[src/rtl/serial_adder_pkg.sv]
// Shared definitions for the bit-serial adder.
//   state_e        : controller state, 1-bit encoding (IDLE, RUN)
//   WIDTH_DEFAULT  : default operand/sum width
package serial_adder_pkg;

    typedef enum logic {
        IDLE = 1'b0,
        RUN  = 1'b1
    } state_e;

    localparam int WIDTH_DEFAULT = 8;

endpackage : serial_adder_pkg

[src/rtl/serial_adder_full_add.sv]
// Single-bit adder cells for the bit-serial adder datapath.
// half_add ports:
//   a, b  in  : addend bits
//   sum   out : a ^ b
//   cout  out : a & b
// full_add ports:
//   a, b, cin in  : addend bits and carry-in
//   sum       out : a ^ b ^ cin
//   cout      out : carry-out
// full_add is built from two half_add cells and an OR; purely combinational.
module half_add (
    input  logic a,
    input  logic b,
    output logic sum,
    output logic cout
);

    assign sum  = a ^ b;
    assign cout = a & b;

endmodule : half_add

module full_add (
    input  logic a,
    input  logic b,
    input  logic cin,
    output logic sum,
    output logic cout
);

    logic s0;
    logic c0;
    logic c1;

    half_add u_ha0 (
        .a    (a),
        .b    (b),
        .sum  (s0),
        .cout (c0)
    );

    half_add u_ha1 (
        .a    (s0),
        .b    (cin),
        .sum  (sum),
        .cout (c1)
    );

    // Both half-adder carries can never be high together, so OR is exact.
    assign cout = c0 | c1;

endmodule : full_add

[src/rtl/serial_adder.sv]
// Bit-serial WIDTH-bit adder. Operands and carry-in are captured on an
// accepted start, then added LSB-first through one full-adder cell and a
// carry flip-flop, one bit per clock. After WIDTH RUN cycles the result is
// loaded into the output registers and done pulses for one cycle.
// Ports:
//   clk    in  1      clock, rising edge
//   rst    in  1      synchronous active-high reset
//   start  in  1      request, only sampled while idle
//   a, b   in  WIDTH  operands, captured on accepted start
//   cin    in  1      carry-in, captured on accepted start
//   busy   out 1      addition in progress
//   done   out 1      one-cycle pulse, sum/cout just updated
//   sum    out WIDTH  result, held until next completion
//   cout   out 1      carry-out, held until next completion
module serial_adder
    import serial_adder_pkg::*;
#(
    parameter int WIDTH = WIDTH_DEFAULT
) (
    input  logic             clk,
    input  logic             rst,
    input  logic             start,
    input  logic [WIDTH-1:0] a,
    input  logic [WIDTH-1:0] b,
    input  logic             cin,
    output logic             busy,
    output logic             done,
    output logic [WIDTH-1:0] sum,
    output logic             cout
);

    localparam int CNT_W = $clog2(WIDTH) + 1;
    localparam logic [CNT_W-1:0] CNT_LAST = CNT_W'(WIDTH - 1);
    localparam logic [CNT_W-1:0] CNT_ONE  = CNT_W'(1);

    state_e           state_q, state_d;
    logic [WIDTH-1:0] a_sr_q, a_sr_d;
    logic [WIDTH-1:0] b_sr_q, b_sr_d;
    logic [WIDTH-1:0] s_sr_q, s_sr_d;
    logic             carry_q, carry_d;
    logic [CNT_W-1:0] cnt_q, cnt_d;
    logic [WIDTH-1:0] sum_q, sum_d;
    logic             cout_q, cout_d;
    logic             done_q, done_d;

    logic             fa_s;
    logic             fa_c;
    logic [WIDTH-1:0] s_shift;

    full_add u_fa (
        .a    (a_sr_q[0]),
        .b    (b_sr_q[0]),
        .cin  (carry_q),
        .sum  (fa_s),
        .cout (fa_c)
    );

    // New sum bit enters at the MSB; after WIDTH shifts the first bit
    // computed has reached bit 0. Written as shift-then-overwrite so that
    // WIDTH=1 needs no special-cased slice.
    always_comb begin
        s_shift            = s_sr_q >> 1;
        s_shift[WIDTH-1]   = fa_s;
    end

    always_comb begin
        state_d = state_q;
        a_sr_d  = a_sr_q;
        b_sr_d  = b_sr_q;
        s_sr_d  = s_sr_q;
        carry_d = carry_q;
        cnt_d   = cnt_q;
        sum_d   = sum_q;
        cout_d  = cout_q;
        done_d  = 1'b0;

        unique case (state_q)
            IDLE: begin
                if (start) begin
                    a_sr_d  = a;
                    b_sr_d  = b;
                    carry_d = cin;
                    s_sr_d  = '0;
                    cnt_d   = '0;
                    state_d = RUN;
                end
            end
            RUN: begin
                a_sr_d  = a_sr_q >> 1;
                b_sr_d  = b_sr_q >> 1;
                s_sr_d  = s_shift;
                carry_d = fa_c;
                cnt_d   = cnt_q + CNT_ONE;
                if (cnt_q == CNT_LAST) begin
                    sum_d   = s_shift;
                    cout_d  = fa_c;
                    done_d  = 1'b1;
                    state_d = IDLE;
                end
            end
            default: state_d = IDLE;
        endcase
    end

    always_ff @(posedge clk) begin
        if (rst) begin
            state_q <= IDLE;
            a_sr_q  <= '0;
            b_sr_q  <= '0;
            s_sr_q  <= '0;
            carry_q <= 1'b0;
            cnt_q   <= '0;
            sum_q   <= '0;
            cout_q  <= 1'b0;
            done_q  <= 1'b0;
        end else begin
            state_q <= state_d;
            a_sr_q  <= a_sr_d;
            b_sr_q  <= b_sr_d;
            s_sr_q  <= s_sr_d;
            carry_q <= carry_d;
            cnt_q   <= cnt_d;
            sum_q   <= sum_d;
            cout_q  <= cout_d;
            done_q  <= done_d;
        end
    end

    // busy is decoded from the registered state, so it drops on the same
    // edge that raises done and the two are never high together.
    assign busy = (state_q == RUN);
    assign done = done_q;
    assign sum  = sum_q;
    assign cout = cout_q;

endmodule : serial_adder

[config.mk]
export PLATFORM = sky130hd
export DESIGN_NAME = serial_adder
export DESIGN_NICKNAME = d
export VERILOG_FILES = /design/src/rtl/serial_adder_pkg.sv /design/src/rtl/serial_adder_full_add.sv /design/src/rtl/serial_adder.sv
export SDC_FILE = /design/constraint.sdc
export NUM_CORES = 1
export LEC_CHECK = 0
export ABC_AREA = 1
export CORE_UTILIZATION = 55
export DETAILED_ROUTE_END_ITERATION = 8
export PLACE_DENSITY = 0.87
export SLEW_MARGIN = 20
export SYNTH_ARGS = -nofsm -noshare
export SYNTH_HDL_FRONTEND = slang
export SYNTH_SLANG_ARGS = --single-unit
[constraint.sdc]
create_clock -name clk -period 2.3 [get_ports clk]
set_clock_uncertainty 0.2 [all_clocks]
set_input_delay 0.575 -clock clk [delete_from_list [all_inputs] [get_ports clk]]
set_output_delay 0.575 -clock clk [all_outputs]
set_load 0.05 [all_outputs]
======== Word-level counts from Yosys, hierarchy flattened ========
Index checks and enable logic that the tools add are counted.
operators by class
  add/sub/neg operators ................... 1
  eq/ne operators ......................... 2
  mux-type cells .......................... 14
  bitwise gates (word level) .............. 6
  reduce and logical (&&, ||, !) cells .... 2
operators by type and width
  operator                                              number
  case mux 8 bit (2 select lines)                       3
  two-way mux 8 bit                                     3
  case mux 4 bit (2 select lines)                       1
  adder 4 x 1 -> 4 bit (second input constant)          1
  equality test 4 x 3 -> 1 bit (second input constant)  1
  two-way mux 1 bit                                     4
  two-way mux 4 bit                                     1
  case mux 1 bit (2 select lines)                       2
  AND 1 bit                                             2
  != test 2 bit (second input constant)                 1
  AND reduction 2 bit                                   1
  OR reduction 2 bit                                    1
  XOR 1 bit                                             2
  NOT 1 bit                                             1
  bitwise OR 1 bit                                      1
word-level totals
  flip-flop bits (word level) ............. 40
  input port bits ......................... 20
  output and inout bits ................... 11
  logic and storage cells ................. 34

======== Longest topological paths before layout ========
  word-level depth ........................ 4
  depth in mapped cells ................... 7
  depth with buffers taken out ............ 5

======== By module ========
Synthesis repeated with hierarchy kept, for this count alone.
unflattened totals
  cell total of the unflattened synthesis .. 231
  area, all modules ....................... 1656.6 um2
modules (own cells, without submodules)
  module        times used  cells each  area each (um2)  sequential area each (um2)
  serial_adder  1           226         1620.3           780.7
  half_add      2           1           12.5             0.0
  full_add      1           3           11.3             0.0

======== Worst setup path before layout ========
OpenSTA, ideal clock, no wires.
  path kind ............................... reg2reg
  start point ............................. register state_q, in the netlist busy
  end point ............................... register a_sr_q[0]
  library setup time ...................... 0.109 ns
  arrival ................................. 1.243 ns
  data required time ...................... 1.991 ns
  slack ................................... 0.748 ns
  stages on the path, launching flop included .. 8
  path buffers ............................ 2
  clock period less this slack ............ 1.552 ns
  cell sequence ........................... dfxtp_1 -> buf_6 -> nor2_8 -> buf_6 -> nand2_1 -> nand3_1 -> nand2_1 -> inv_1
on the way
  cells in the longest elaborated chain, start to end .. 2
  elaborated cells on any way between the ends .. 3
  those cells by class .................... 1 x eq/ne; 1 x mux; 1 x bitwise
ends and longest elaborated chain
  item                                                              line                 RTL
  from (decl)                                                       serial_adder.sv:36   state_e state_q, state_d;
  from (signal assigned)                                            serial_adder.sv:117  state_q <= state_d;
  NOT 1 bit                                                         --
  case mux 8 bit (2 select lines) or != test 2 bit (tied branches)  --
  to (signal assigned)                                              serial_adder.sv:118  a_sr_q <= a_sr_d;
  to (decl)                                                         serial_adder.sv:37   logic [WIDTH-1:0] a_sr_q, a_sr_d;
Parallel ways exist; a longest one is shown, timed or not.
A chain may end at the register's enable or synchronous reset.

======== Worst setup path in the final report ========
  start point ............................. register done_q, in the netlist done
  end point ............................... output port done
RTL lines
  item                    line                 RTL
  from (decl)             serial_adder.sv:44   logic done_q, done_d;
  from (signal assigned)  serial_adder.sv:125  done_q <= done_d;
  to (decl)               serial_adder.sv:27   output logic done,
No word-level cell between the ends.

==> metrics <==
post-synth top area cell=dfxtp_1; worst slew pin tran=roughly 0.54 ns; n_diodes=0; ranking of synthesized cells by area=dfxtp_1 (47%), nand2_1 (21%), nand3_1 (12%); Net Count, Synth=249; Fin. Hold Viols=0; H-tree depth=2; R2R Path End=b_sr_q[0]; Synth Area in Adders=1.97%; Int Power=around 1.1 mW; mux contribution to synthesized area=0%; cts bufs inserted=5; TritonRoute pass-1 iters=5; crit path DAT=around 1.5 ns; top cells by count, synth=nand2_1 (92), nand3_1 (40), dfxtp_1 (39), inv_1 (18), a21oi_1 (11); Area Overhead vs Synth=27.3%; Skew-Pair Late Insertion Delay=0.35 ns; pwr dens=between 600 and 700 nW/um^2; Routed WL=approximately 3400 um; # port buffers=30; fraction of power consumed by sequential logic=50.1%; RSZ-0062 raised after global routing=no; Most used DFF post-synth=dfxtp_1; Remaining DRCs=0; Synth Area in Compound Gates=4.69%; critical path launch point type=register; Die H=56.9 um; row cnt=19; dpl hpwl=around 2300 um; synthesized flop and latch total=39; min Tclk post-route=2.23 ns; slowest CP cell=clkdlybuf4s50_1; combinational power share=about a tenth; ys async rst share=0%; Switching Share=22.4%; syn_area_per_cell=roughly 7.3 um^2; r2r startpoint=busy; clock share of power=39.3%; Distinct cells, synth=19; post-synth top area share=~47%; critical path's largest stage delay=between 0.7 and 0.8 ns; first-pass GRT wire length=around 5800 um; Switching Power=between 0.3 and 0.4 mW; grt ovf=0; FF-to-FF setup slack=between 0.6 and 0.7 ns; Total GRT Usage=about a quarter; HP Class=register to register; via count=roughly 1.5k; share of layout cells above drive strength 1=approximately 8.4%; Vias/cell=5.16; period utilisation layout=just under 100%; Post-CTS Setup Bufs=0; CP Class=register to output pin; register area=781 um^2; cell depth of the worst setup path=1; synthesis warning total=0; CP Buf/Inv Count=1; CTS Sinks=39; Routed wire per std cell=~12 um; clock transition at the registers of the reported paths=0.11 ns; crit path max fanout=1; Die Width=around 57 um; Max Freq=roughly 0.45 GHz; max cap viols=0; status=finished, final reports clean; number of synthesized flops with an enable pin=0; Post-DRT Antenna Nets=0; Crit. Startpoint=done; final setup violation count=0; Post-Synthesis Cells=~230; routability congestion estimate=around 0.8; initial antenna violation count=0; Worst Setup EP=done; Hold WS=approximately 0.26 ns; max-slew violations=0; Iter 0 DRT Violations=88; vias in the first global route=about 1.3k; Final Net Count=283; Fin Setup TNS=0 ns; Multi-input gate area=722 um^2; post-synthesis simple-gate area fraction=37.0%; Peak supply drop=roughly 0.00041 V; die area=approximately 3200 um^2; CTS tree=built; Longest Clk Path Bufs=2; Seq/Total Area, Yosys=~47%; Post-Synth XOR/XNOR Area=0%; Reg2Reg Depth=6; cell area after synthesis=~1700 um^2; core area=2810 um^2; most frequent cell after synthesis=nand2_1; initial core utilization=59.0%; CP Cell Sequence=clkdlybuf4s50_1; largest net degree at the start of global routing=28; clk root buf=clkbuf_4; leak pwr=approximately 1.1 nW; crit end category=output pin; CP required=approximately 1.5 ns; worst relative slew slack=around 64%; IO Pins=31; CP delay by family, top=buffers and inverters; largest family of logic cells by synthesized area=simple AND/OR/NAND/NOR gates; fillcell total=approximately 210
## metal layers
metal  GRT usage (%)  routed length [um]  vias up
li1                -                   -      783
met1            28.8                1510      677
met2            37.2                1650       47
met3            7.60                 188        5
met4            12.5                  72        0
met5               0                   0        -
## per-stage QoR
step | total power [mW] | cell area [um^2] | setup WS, ns | util [%] | cells
6_report | 1.43 | 2110 | 0.0661 | 75.1 | 293
5_1_grt | 1.49 | 2110 | 0.0204 | 75.1 | 293
4_1_cts | 1.44 | 2090 | 0.000132 | 74.4 | 293
3_5_place_dp | 0.879 | 1990 | 0.204 | 70.8 | 285
3_3_place_gp | 0.875 | 1990 | 0.252 | 70.8 | 285
2_1_floorplan | 0.821 | 1660 | 0.748 | - | 227
## worst min path at each step
stage	slack, ns	end	cells past startpoint	start
2_1_floorplan	0.23	sum[0]	2	s_sr_q[1]
3_3_place_gp	0.24	sum[0]	2	s_sr_q[1]
3_5_place_dp	0.25	sum[0]	2	s_sr_q[1]
4_1_cts	0.27	sum[0]	2	s_sr_q[1]
5_1_grt	0.30	sum[6]	2	sum[6]
6_report	0.26	sum[0]	2	s_sr_q[1]
## logic make-up after synthesis
kind of cell,after synthesis
simple gates,141
flops,39
fa+ha+maj,2
buf+inv,31
compound gates,14
## power by group through the flow
stage               clock network [mW]  logic (mW)  registers, mW
finish                           0.562       0.151          0.715
global route                     0.603       0.165          0.718
CTS                              0.574       0.151          0.715
detailed placement                   0       0.149          0.730
global placement                     0       0.145          0.729
floorplan                            0      0.0940          0.727
## flip-flops by register name, indices dropped and copies added, names as in the netlist
register	cells
a_sr_q	8
b_sr_q	8
busy	1
carry_q	1
cnt_q	4
cout	1
done	1
s_sr_q	7
sum	8
## area by class of cell
type | count | area share [%]
inverter | 20 | 3.56
tap | 31 | 1.84
sequential | 39 | 37.1
multi-input combinational | 157 | 34.3
timing repair buffer | 38 | 18.5
clock inverter | 2 | 2.85
clock buffer | 6 | 1.96
## cells in the final DEF (no fill, tap or decap), drive strengths merged
cell,count
o21ai,1
nor2,8
clkbuf,6
bufinv,2
clkinv,1
fa,1
dlygate4sd2,1
nand2,92
ha,1
nand4,1
buf,9
dlymetal6s2s,8
nand3,40
dfxtp,39
inv,19
a21oi,13
clkdlybuf4s50,20
## timing repair
action	CTS	global route
endpoints found under the setup margin	1	8
hold buffers	0	0
resized for setup	1	8
pin swaps	0	0
(Power assumes the default switching activity.)
